[src/rtl/microstep_control_pkg.sv]
// Shared types and constants for the microstep control FSM.
// Contents: default widths, RV32I major opcodes, FSM state encoding,
// instruction class and trap cause enumerations.
package microstep_control_pkg;

  localparam int XLEN_DEF       = 32;
  localparam int STEP_W_DEF     = 4;
  localparam int STEP_LIMIT_DEF = 15;

  localparam logic [6:0] OP_R      = 7'b0110011;
  localparam logic [6:0] OP_I      = 7'b0010011;
  localparam logic [6:0] OP_LOAD   = 7'b0000011;
  localparam logic [6:0] OP_STORE  = 7'b0100011;
  localparam logic [6:0] OP_BRANCH = 7'b1100011;
  localparam logic [6:0] OP_JAL    = 7'b1101111;
  localparam logic [6:0] OP_JALR   = 7'b1100111;
  localparam logic [6:0] OP_LUI    = 7'b0110111;
  localparam logic [6:0] OP_AUIPC  = 7'b0010111;

  typedef enum logic [2:0] {
    ST_END,
    ST_FETCH,
    ST_DECODE,
    ST_EXEC,
    ST_MEM,
    ST_WB,
    ST_HALT,
    ST_TRAP
  } state_t;

  typedef enum logic [3:0] {
    CLS_R,
    CLS_I,
    CLS_LOAD,
    CLS_STORE,
    CLS_BRANCH,
    CLS_JAL,
    CLS_JALR,
    CLS_LUI,
    CLS_AUIPC,
    CLS_NONE
  } instr_class_t;

  typedef enum logic [1:0] {
    TC_NONE    = 2'd0,
    TC_ILLEGAL = 2'd1,
    TC_TIMEOUT = 2'd2
  } trap_cause_t;

endpackage

[src/rtl/microstep_control_if.sv]
// Memory handshake bundle between the control FSM and instruction/data memory.
//  instr      memory -> ctrl  instruction word (valid with mem_ready in FETCH)
//  mem_ready  memory -> ctrl  read data valid / write accepted
//  mem_re     ctrl -> memory  read request
//  mem_we     ctrl -> memory  write request
interface microstep_control_if import microstep_control_pkg::*; #(
  parameter int XLEN = XLEN_DEF
) ();
  logic [XLEN-1:0] instr;
  logic            mem_ready;
  logic            mem_re;
  logic            mem_we;

  modport master (input instr, input mem_ready, output mem_re, output mem_we);
  modport slave  (output instr, output mem_ready, input mem_re, input mem_we);
endinterface

[src/rtl/microstep_control_instr_classify.sv]
// Combinational RV32I opcode classifier.
//  opcode   in   ir[6:0]
//  cls      out  instruction class (CLS_NONE when unrecognised)
//  illegal  out  opcode is not one of the supported major opcodes
module instr_classify import microstep_control_pkg::*; (
  input  logic [6:0]   opcode,
  output instr_class_t cls,
  output logic         illegal
);

  always_comb begin
    cls     = CLS_NONE;
    illegal = 1'b0;
    case (opcode)
      OP_R:      cls = CLS_R;
      OP_I:      cls = CLS_I;
      OP_LOAD:   cls = CLS_LOAD;
      OP_STORE:  cls = CLS_STORE;
      OP_BRANCH: cls = CLS_BRANCH;
      OP_JAL:    cls = CLS_JAL;
      OP_JALR:   cls = CLS_JALR;
      OP_LUI:    cls = CLS_LUI;
      OP_AUIPC:  cls = CLS_AUIPC;
      default:   illegal = 1'b1;
    endcase
  end

endmodule

[src/rtl/microstep_control.sv]
// Multi-cycle instruction sequencer sitting after the negedge step counter.
// Walks FETCH/DECODE/EXEC/MEM/WB per instruction class, emits datapath
// strobes, resets the step counter between instructions and uses the step
// count as a per-instruction watchdog.
//  clk, reset      posedge clock, async active-high reset
//  step            current microstep from the step counter
//  halt_req        halt request, only honoured between instructions
//  bus             memory handshake (master side)
//  step_reset      reset to the step counter
//  ir              instruction register
//  ir_we, pc_we, rf_we, alu_imm, pc_branch   datapath strobes
//  halted, trap, trap_cause                  terminal status
//
// state  | meaning
// END    | between instructions, counter held at 0, halt_req sampled
// FETCH  | read request until memory returns the instruction
// DECODE | classify ir, trap on unknown opcode
// EXEC   | ALU step; branches finish here
// MEM    | load/store handshake until mem_ready
// WB     | register file and PC write
// HALT   | halted, left only by reset
// TRAP   | trapped (illegal opcode or watchdog), left only by reset
module microstep_control import microstep_control_pkg::*; #(
  parameter int XLEN       = XLEN_DEF,
  parameter int STEP_W     = STEP_W_DEF,
  parameter int STEP_LIMIT = STEP_LIMIT_DEF
) (
  input  logic                clk,
  input  logic                reset,
  input  logic [STEP_W-1:0]   step,
  input  logic                halt_req,
  microstep_control_if.master bus,
  output logic                step_reset,
  output logic [XLEN-1:0]     ir,
  output logic                ir_we,
  output logic                pc_we,
  output logic                rf_we,
  output logic                alu_imm,
  output logic                pc_branch,
  output logic                halted,
  output logic                trap,
  output logic [1:0]          trap_cause
);

  state_t       state, state_nx;
  trap_cause_t  cause_q, cause_nx;
  instr_class_t cls;
  logic         illegal;
  logic         timeout;
  logic         ir_load;
  logic         mem_re_q, mem_we_q;
  logic         step_reset_d, ir_we_d, pc_we_d, rf_we_d, alu_imm_d, pc_branch_d;
  logic         mem_re_d, mem_we_d, halted_d, trap_d;

  instr_classify u_classify (
    .opcode  (ir[6:0]),
    .cls     (cls),
    .illegal (illegal)
  );

  assign timeout = (state inside {ST_FETCH, ST_DECODE, ST_EXEC, ST_MEM, ST_WB}) &&
                   (step == STEP_W'(STEP_LIMIT));
  assign ir_load = (state == ST_FETCH) && (state_nx == ST_DECODE);

  always_ff @(posedge clk or posedge reset) begin
    if (reset) begin
      state      <= ST_END;
      cause_q    <= TC_NONE;
      ir         <= '0;
      step_reset <= 1'b1;
      ir_we      <= 1'b0;
      pc_we      <= 1'b0;
      rf_we      <= 1'b0;
      alu_imm    <= 1'b0;
      pc_branch  <= 1'b0;
      mem_re_q   <= 1'b0;
      mem_we_q   <= 1'b0;
      halted     <= 1'b0;
      trap       <= 1'b0;
    end else begin
      state      <= state_nx;
      cause_q    <= cause_nx;
      if (ir_load) ir <= bus.instr;
      step_reset <= step_reset_d;
      ir_we      <= ir_we_d;
      pc_we      <= pc_we_d;
      rf_we      <= rf_we_d;
      alu_imm    <= alu_imm_d;
      pc_branch  <= pc_branch_d;
      mem_re_q   <= mem_re_d;
      mem_we_q   <= mem_we_d;
      halted     <= halted_d;
      trap       <= trap_d;
    end
  end

  // Watchdog is checked first so it overrides any transition in the same cycle.
  always_comb begin
    state_nx = state;
    cause_nx = cause_q;
    if (timeout) begin
      state_nx = ST_TRAP;
      cause_nx = TC_TIMEOUT;
    end else begin
      case (state)
        ST_END:    if (step == '0) state_nx = halt_req ? ST_HALT : ST_FETCH;
        ST_FETCH:  if (bus.mem_ready) state_nx = ST_DECODE;
        ST_DECODE: begin
          if (illegal) begin
            state_nx = ST_TRAP;
            cause_nx = TC_ILLEGAL;
          end else begin
            state_nx = ST_EXEC;
          end
        end
        ST_EXEC: begin
          case (cls)
            CLS_LOAD, CLS_STORE: state_nx = ST_MEM;
            CLS_BRANCH:          state_nx = ST_END;
            default:             state_nx = ST_WB;
          endcase
        end
        ST_MEM:    if (bus.mem_ready) state_nx = (cls == CLS_LOAD) ? ST_WB : ST_END;
        ST_WB:     state_nx = ST_END;
        default:   state_nx = state;
      endcase
    end
  end

  // Outputs are decoded from the upcoming state and registered, so each
  // strobe is visible during the state it belongs to. The store's PC update
  // is the one pulse tied to a transition (MEM -> END) because it cannot be
  // known before the write is accepted.
  always_comb begin
    step_reset_d = state_nx inside {ST_END, ST_HALT, ST_TRAP};
    ir_we_d      = ir_load;
    mem_re_d     = (state_nx == ST_FETCH) || ((state_nx == ST_MEM) && (cls == CLS_LOAD));
    mem_we_d     = (state_nx == ST_MEM) && (cls == CLS_STORE);
    alu_imm_d    = (state_nx == ST_EXEC) &&
                   (cls inside {CLS_I, CLS_LOAD, CLS_STORE, CLS_JALR, CLS_LUI, CLS_AUIPC});
    pc_branch_d  = (state_nx == ST_EXEC) && (cls inside {CLS_BRANCH, CLS_JAL, CLS_JALR});
    rf_we_d      = (state_nx == ST_WB);
    pc_we_d      = ((state_nx == ST_EXEC) && (cls == CLS_BRANCH)) ||
                   (state_nx == ST_WB) ||
                   ((state == ST_MEM) && (state_nx == ST_END));
    halted_d     = (state_nx == ST_HALT);
    trap_d       = (state_nx == ST_TRAP);
  end

  assign bus.mem_re = mem_re_q;
  assign bus.mem_we = mem_we_q;
  assign trap_cause = cause_q;

endmodule

[src/flat_wrapper.sv]
// flat-port wrapper written by rule: the top's interface ports become plain ports
module microstep_control_flat import microstep_control_pkg::*;
#(
  parameter int XLEN       = XLEN_DEF,
  parameter int STEP_W     = STEP_W_DEF,
  parameter int STEP_LIMIT = STEP_LIMIT_DEF
)
  (clk, reset, step, halt_req, step_reset, ir, ir_we, pc_we, rf_we, alu_imm, pc_branch, halted, trap, trap_cause, bus_instr, bus_mem_ready, bus_mem_re, bus_mem_we);
  microstep_control_if #(.XLEN(XLEN)) bus_i ();
  input  logic clk;
  input  logic reset;
  input  logic [STEP_W-1:0] step;
  input  logic halt_req;
  output logic step_reset;
  output logic [XLEN-1:0] ir;
  output logic ir_we;
  output logic pc_we;
  output logic rf_we;
  output logic alu_imm;
  output logic pc_branch;
  output logic halted;
  output logic trap;
  output logic [1:0] trap_cause;
  input wire logic [$bits(bus_i.instr)-1:0] bus_instr;
  input wire logic [$bits(bus_i.mem_ready)-1:0] bus_mem_ready;
  output wire logic [$bits(bus_i.mem_re)-1:0] bus_mem_re;
  output wire logic [$bits(bus_i.mem_we)-1:0] bus_mem_we;
  assign bus_i.instr = bus_instr;
  assign bus_i.mem_ready = bus_mem_ready;
  assign bus_mem_re = bus_i.mem_re;
  assign bus_mem_we = bus_i.mem_we;
  microstep_control #(.XLEN(XLEN), .STEP_W(STEP_W), .STEP_LIMIT(STEP_LIMIT)) u_core (.clk(clk), .reset(reset), .step(step), .halt_req(halt_req), .bus(bus_i), .step_reset(step_reset), .ir(ir), .ir_we(ir_we), .pc_we(pc_we), .rf_we(rf_we), .alu_imm(alu_imm), .pc_branch(pc_branch), .halted(halted), .trap(trap), .trap_cause(trap_cause));
endmodule
[config.mk]
export PLATFORM = sky130hd
export DESIGN_NAME = microstep_control_flat
export DESIGN_NICKNAME = d
export VERILOG_FILES = /design/src/rtl/microstep_control_pkg.sv /design/src/rtl/microstep_control_if.sv /design/src/rtl/microstep_control_instr_classify.sv /design/src/rtl/microstep_control.sv /design/src/flat_wrapper.sv
export SDC_FILE = /design/constraint.sdc
export NUM_CORES = 1
export LEC_CHECK = 0
export CORE_MARGIN = 5
export CORE_UTILIZATION = 46
export CTS_CLUSTER_DIAMETER = 50
export CTS_CLUSTER_SIZE = 14
export DETAILED_ROUTE_END_ITERATION = 16
export MAX_ROUTING_LAYER = met4
export PLACE_DENSITY = 0.85
export SLEW_MARGIN = 10
export SYNTH_ARGS = -nofsm -noshare
export SYNTH_HDL_FRONTEND = slang
export SYNTH_SLANG_ARGS = --single-unit
[constraint.sdc]
create_clock -name clk -period 4.58 [get_ports clk]
set_clock_uncertainty 0.2 [all_clocks]
set_input_delay 0.458 -clock clk [delete_from_list [all_inputs] [get_ports clk]]
set_output_delay 0.458 -clock clk [all_outputs]
set_load 0.005 [all_outputs]
==> results of run 1 <==
## power by group
group	total (mW)	internal (mW)	switching (mW)	leakage (nW)
clock network	0.238	0.105	0.134	0.0477
logic	0.891	0.547	0.344	0.615
registers	0.772	0.605	0.167	0.577
## cell families after synthesis
logic type | count (synthesis) | synth area share [%]
simple gates | 45 | 14.5
buf+inv | 16 | 3.42
mux | 32 | 17.2
flops | 47 | 56.4
compound gates | 24 | 8.40
## synth_stat cells, drive strengths merged, types with 2 or more instances
cell     instances
a2111oi          2
a21o             2
a21oi            8
and4             2
buf              8
dfrtp           46
inv              7
mux2            31
nand2            6
nand2b           6
nand3            4
nand4            3
nor2             7
nor3             6
nor4             3
o21ai            4
o31ai            2
## per-stage QoR
step	std cells	instance area [um2]	hold WS, ns
detailed placement	291	2940	0.281
global route	299	3030	0.306
finish	299	3030	0.293
CTS	299	3030	0.300
global placement	291	2940	0.274
floorplan	164	2090	0.288
## sequential cells by signal, indices dropped and copies added, names as in the netlist
| signal | count |
|---|---|
| u_core.alu_imm | 1 |
| u_core.bus.mem_re | 1 |
| u_core.trap_cause | 2 |
| u_core.pc_we | 1 |
| u_core.pc_branch | 1 |
| u_core.bus.mem_we | 1 |
| u_core.ir_we | 1 |
| u_core.ir | 32 |
| u_core.halted | 1 |
| u_core.step_reset | 1 |
| u_core.trap | 1 |
| u_core.state | 3 |
| u_core.rf_we | 1 |
## layout make-up
cell class | instances | area share [%]
flip-flops and latches | 47 | 38.9
repair buffers | 84 | 27.7
multi-input cells | 101 | 27.6
clock buffers | 5 | 2.27
well taps | 52 | 2.15
inverters | 7 | 0.868
clock inverters | 3 | 0.496
## worst paths after layout
kind | slack, ns | endpoint
worst min-delay path | 0.29 | u_core.trap_cause[0]
max in group asynchronous | 3.09 | u_core.ir[7]
min in group asynchronous | 0.50 | u_core.ir[18]
worst min register to register | 0.29 | u_core.trap_cause[0]
worst max-delay path | 2.21 | u_core.alu_imm
worst max register to register | 2.39 | u_core.bus.mem_re
## worst reg2reg max path, delay by kind of cell (launching register included)
kind,cells,cell delay (ns)
flops,1,0.51
compound gates,2,0.53
simple gates,4,0.88
## per-layer routing
layer / vias up / wire length (um) / global-route usage, %
met1: 756 / 2070 / 21.6
met3: 5 / 399 / 5.79
met4: 0 / 59 / 5.15
met5: - / 0 / -
li1: 759 / - / -
met2: 62 / 2260 / 24.9
==> flow_summary.ini, run 1 <==
[synthesis]
syn_area_per_cell_um2 = 12.7
synth-async-reset-ratio_pct = 100
ys_ff_latch = 47
ys.flop_type = dfrtp_1
netlist_area_um2 = 2090
synth_seq_area_share_pct = 56.4
synth_area_leader_cell = dfrtp_1
synth.area.top_cells = dfrtp_1 (55%), mux2_2 (17%), a21oi_1 (1.9%)
synth_top_area_share_pct = 55.2
yosysWarnings = 0
synth_edf_count = 0
syn_inst = 164
synth_nets = 204
synth_cell_types = 39

[grt]
globalRouteOverflowTotal = 0
grt_max_degree = 48
track_usage_pct = 16.7
grt_pass1_wl_mm = 7.81
antenna_found_initial = 0
grt_pass1_vias = 1581

[clock_network]
clk_path_buf_depth = 2
ctsHoldBuffers = 0
root_buffer = clkbuf_8
clk_pin_slew_ns = 0.09
cts_tree = done
cts_sinks = 47
h-tree-depth = 2
clock_latency_ns = 0.29
cts_resized = 0
cts_setup_buffers = 0
cts_buffers = 5

[worst_setup_path]
path_max_fanout = 7
crit_path_start_kind = input pin
reg2reg_from = u_core.state[2]
crit_buf_inv = 1
worstSetupEndpointType = register
r2r_cells = 6
cp_data_arrival_time_ns = 2.37
path_cells = clkdlybuf4s50_1, nor4_2, a2111oi_2, nor3_2, nor3_2, nand3_2, nor4_2
crit_cells = 7
worstSetupPathType = in2reg
cp.required_ns = 4.58
critPathLaunch = step[1]
slowest_stage = clkdlybuf4s50_1
crit_family = simple AND/OR/NAND/NOR gates
slowest_delay_ns = 0.51

[floorplanning]
initial_core_util_pct = 47.6
dieHeight_um = 77.3
num_io_pins = 84
row_count = 24
dieArea_um2 = 5980
core_um2 = 4380
die_w_um = 77.3

[hold_path]
worstHoldStart = u_core.trap_cause[0]
hold_path.class = reg2reg
min_path_cells = 1

[final_layout]
diodes = 0
seq_area_um2 = 1180
post-route-util_pct = 69.1
drive_above_1_share_pct = 22.3
n_fill_cell = 333
fin_nets = 286
multi_input_area_um2 = 837
mostFrequentLayoutCells = clkdlybuf4s50_1 (83), dfrtp_1 (46), mux2_2 (31)
syn_to_final_growth_pct = 45.2
final_common_cell = clkdlybuf4s50_1

[drt]
vias_per_cell = 5.29
totalWireLength_mm = 4.79
vias = 1582
drc_errors = 0
ant_nets = 0
drtPass1Iterations = 4
initialDrtViolationCount = 87
wl_per_cell_um = 16.0

[sta]
rsz0062_at_grt = false
slew_viol_final = 0
hold_viol_final = 0
min_period_ns = 2.37
timing.fmax_mhz = 422
layout_setup_ws_ns = 2.21
fin_crit_sh_pct = 51.8
slew_headroom_pct = 36.0
setup_violations = 0
tightest_slew_ns = 0.958
fin_setup_tns_ns = 0

[power]
leakagePower_nw = 1.24
power_mw = 1.90
powerDensity_nw_per_um2 = 628
vdd_drop_max_mv = 0.348

[run]
max-cap-violations = 0

[placed_design]
port-buffer-count = 83
place_congestion = 0.881
dp_slack_ns = 1.91
dpl.hpwl_mm = 3.53

[run_status]
outcome = complete, no violations
(Power assumes the default switching activity.)
==> run 2, diff against run 1 <==
- CORE_UTILIZATION: 46 -> 43
- PLACE_DENSITY: 0.85 -> 0.8
- clock period: 4.58 -> 2.45 ns (I/O delays scaled with it)
==> run 2 against run 1 <==
  * Count of clock-buffer cells in the layout rose by 2
  * Die area up 6.1%
  * Via count rose by 0.32%
  * Cell area increased by 1.9%
  * Worst setup slack got worse by 2.0 ns
  * Non-clock buffer count up 2
  * First-iteration DRC count down 24%
  * Clock power up 83%
  * Largest cell class unchanged
==> flow_summary.ini, run 2 (same netlist as run 1, synthesis figures left out) <==
[drt]
totalWireLength_mm = 4.52
ant_nets = 0
wl_per_cell_um = 14.3
drc_errors = 0
initialDrtViolationCount = 66
drtPass1Iterations = 4
vias_per_cell = 5.02
vias = 1587

[final_layout]
largest_register_ffs = 32
fin_nets = 288
diodes = 0
drive_above_1_share_pct = 22.1
regMostFlops = u_core.ir
n_fill_cell = 367
syn_to_final_growth_pct = 47.9
mostFrequentLayoutCells = clkdlybuf4s50_1 (83), dfrtp_1 (46), mux2_2 (31)
final_common_cell = clkdlybuf4s50_1
post-route-util_pct = 65.3

[worst_setup_path]
reg2reg_slack_ns = 0.25
crit_path_start_kind = register
reg2reg_from = u_core.state[2]
critPathLaunch = u_core.state[2]
timing.rr.end = u_core.bus.mem_re
worstSetupEndpointType = register
r2r_cells = 5
path_max_fanout = 12
cp.required_ns = 2.46
cp_data_arrival_time_ns = 2.21
worstSetupPathType = reg2reg

[power]
leakagePower_nw = 1.25
vdd_drop_max_mv = 0.584
powerDensity_nw_per_um2 = 1150

[sta]
setup_violations = 0
fin_crit_sh_pct = 89.7
min_period_ns = 2.20
slew_headroom_pct = 66.2
slew_viol_final = 0
rsz0062_at_grt = false
tightest_slew_ns = 0.506
fin_setup_tns_ns = 0
timing.fmax_mhz = 455
hold_viol_final = 0

[clock_network]
clk_path_buf_depth = 2
clock_latency_ns = 0.29
cts_sinks = 47
cts_setup_buffers = 0
root_buffer = clkbuf_8
cts_resized = 0
cts_buffers = 5
cts_tree = done
clk_pin_slew_ns = 0.08
ctsHoldBuffers = 0
h-tree-depth = 2

[grt]
grt_pass1_wl_mm = 7.46
antenna_found_initial = 0
grt_pass1_vias = 1601
grt_max_degree = 35
track_usage_pct = 15.3
globalRouteOverflowTotal = 0

[run]
max-cap-violations = 0

[floorplanning]
dieArea_um2 = 6340
die_w_um = 79.6
dieHeight_um = 79.6
num_io_pins = 84
initial_core_util_pct = 44.2
core_um2 = 4720
row_count = 25

[placed_design]
dpl.hpwl_mm = 3.45
port-buffer-count = 83
place_congestion = 0.914

[run_status]
outcome = complete, no violations

[hold_path]
hold_path.class = in2async
run 2: cell count changes in the layout (fill, tap and decap cells not counted):
cell,change
buf_12,+2
clkinv_2,-2
clkbuf_1,+2
run 2: how the worst max path moves through the flow:
stage                                    to  slack, ns  depth (start not counted)
final                     u_core.bus.mem_re       0.25                          5
after floorplan           u_core.bus.mem_re       0.49                          6
after detailed placement   u_core.pc_branch      -0.02                          7
after global routing       u_core.pc_branch       0.10                          6
after global placement     u_core.pc_branch      0.006                          7
after CTS                  u_core.pc_branch       0.26                          7
run 2: stage by stage:
stage	total power [mW]	cell area (um2)	setup WS, ns	cells	hold slack [ns]
global placement	3.12	3000	0.00572	308	0.280
global route	3.82	3080	0.101	316	0.145
detailed placement	3.14	3000	-0.0227	308	0.294
CTS	3.60	3080	0.261	316	0.111
floorplan	2.26	2090	0.487	164	0.162
finish	3.54	3080	0.252	316	0.0896
run 2: layout make-up:
| class | count | area, um2 | share of cell area (%) |
|---|---|---|---|
| clock buffers | 7 | 76.3 | 2.47 |
| clock inverters | 1 | 5.00 | 0.162 |
| inverters | 7 | 26.3 | 0.852 |
| multi-input cells | 101 | 837 | 27.1 |
| flip-flops and latches | 47 | 1180 | 38.2 |
| well taps | 67 | 83.8 | 2.72 |
| repair buffers | 86 | 878 | 28.5 |
run 2: metal layers:
metal / GRT usage, % / wire length [um] / vias up
met3: 5.30 / 336 / 2
li1: - / - / 759
met2: 25.0 / 2310 / 47
met1: 18.3 / 1860 / 779
met5: - / 0 / -
met4: 3.61 / 16 / 0
run 2: power by group:
part | internal [mW] | leakage (nW) | switching (mW)
Sequential | 1.13 | 0.577 | 0.286
Combinational | 1.04 | 0.632 | 0.651
Clock | 0.201 | 0.0422 | 0.234
Total | 2.37 | 1.25 | 1.17
run 2: critical path, stage by stage, from the launching register on:
cell and delay, ns:
dfrtp_1 0.51, nand2b_1 0.30, o211ai_1 0.31, nand3_1 0.15, or4_1 0.49, a21oi_1 0.16
==> run 3, diff against run 2 <==
--- a/config.mk
+++ b/config.mk
@@ -14,3 +14,3 @@
 export PLACE_DENSITY = 0.8
-export SLEW_MARGIN = 10
+export SLEW_MARGIN = 20
 export SYNTH_ARGS = -nofsm -noshare
--- a/constraint.sdc
+++ b/constraint.sdc
@@ -4,2 +4,2 @@
 set_output_delay 0.245 -clock clk [all_outputs]
-set_load 0.005 [all_outputs]
+set_load 0.02 [all_outputs]
==> results of run 3 <==
Same layout as run 2 (identical final DEF). Status: complete, no violations.
Among the figures that moved: total power 3.54 mW -> 3.92 mW; worst IR drop on VDD 0.584 mV -> 0.669 mV
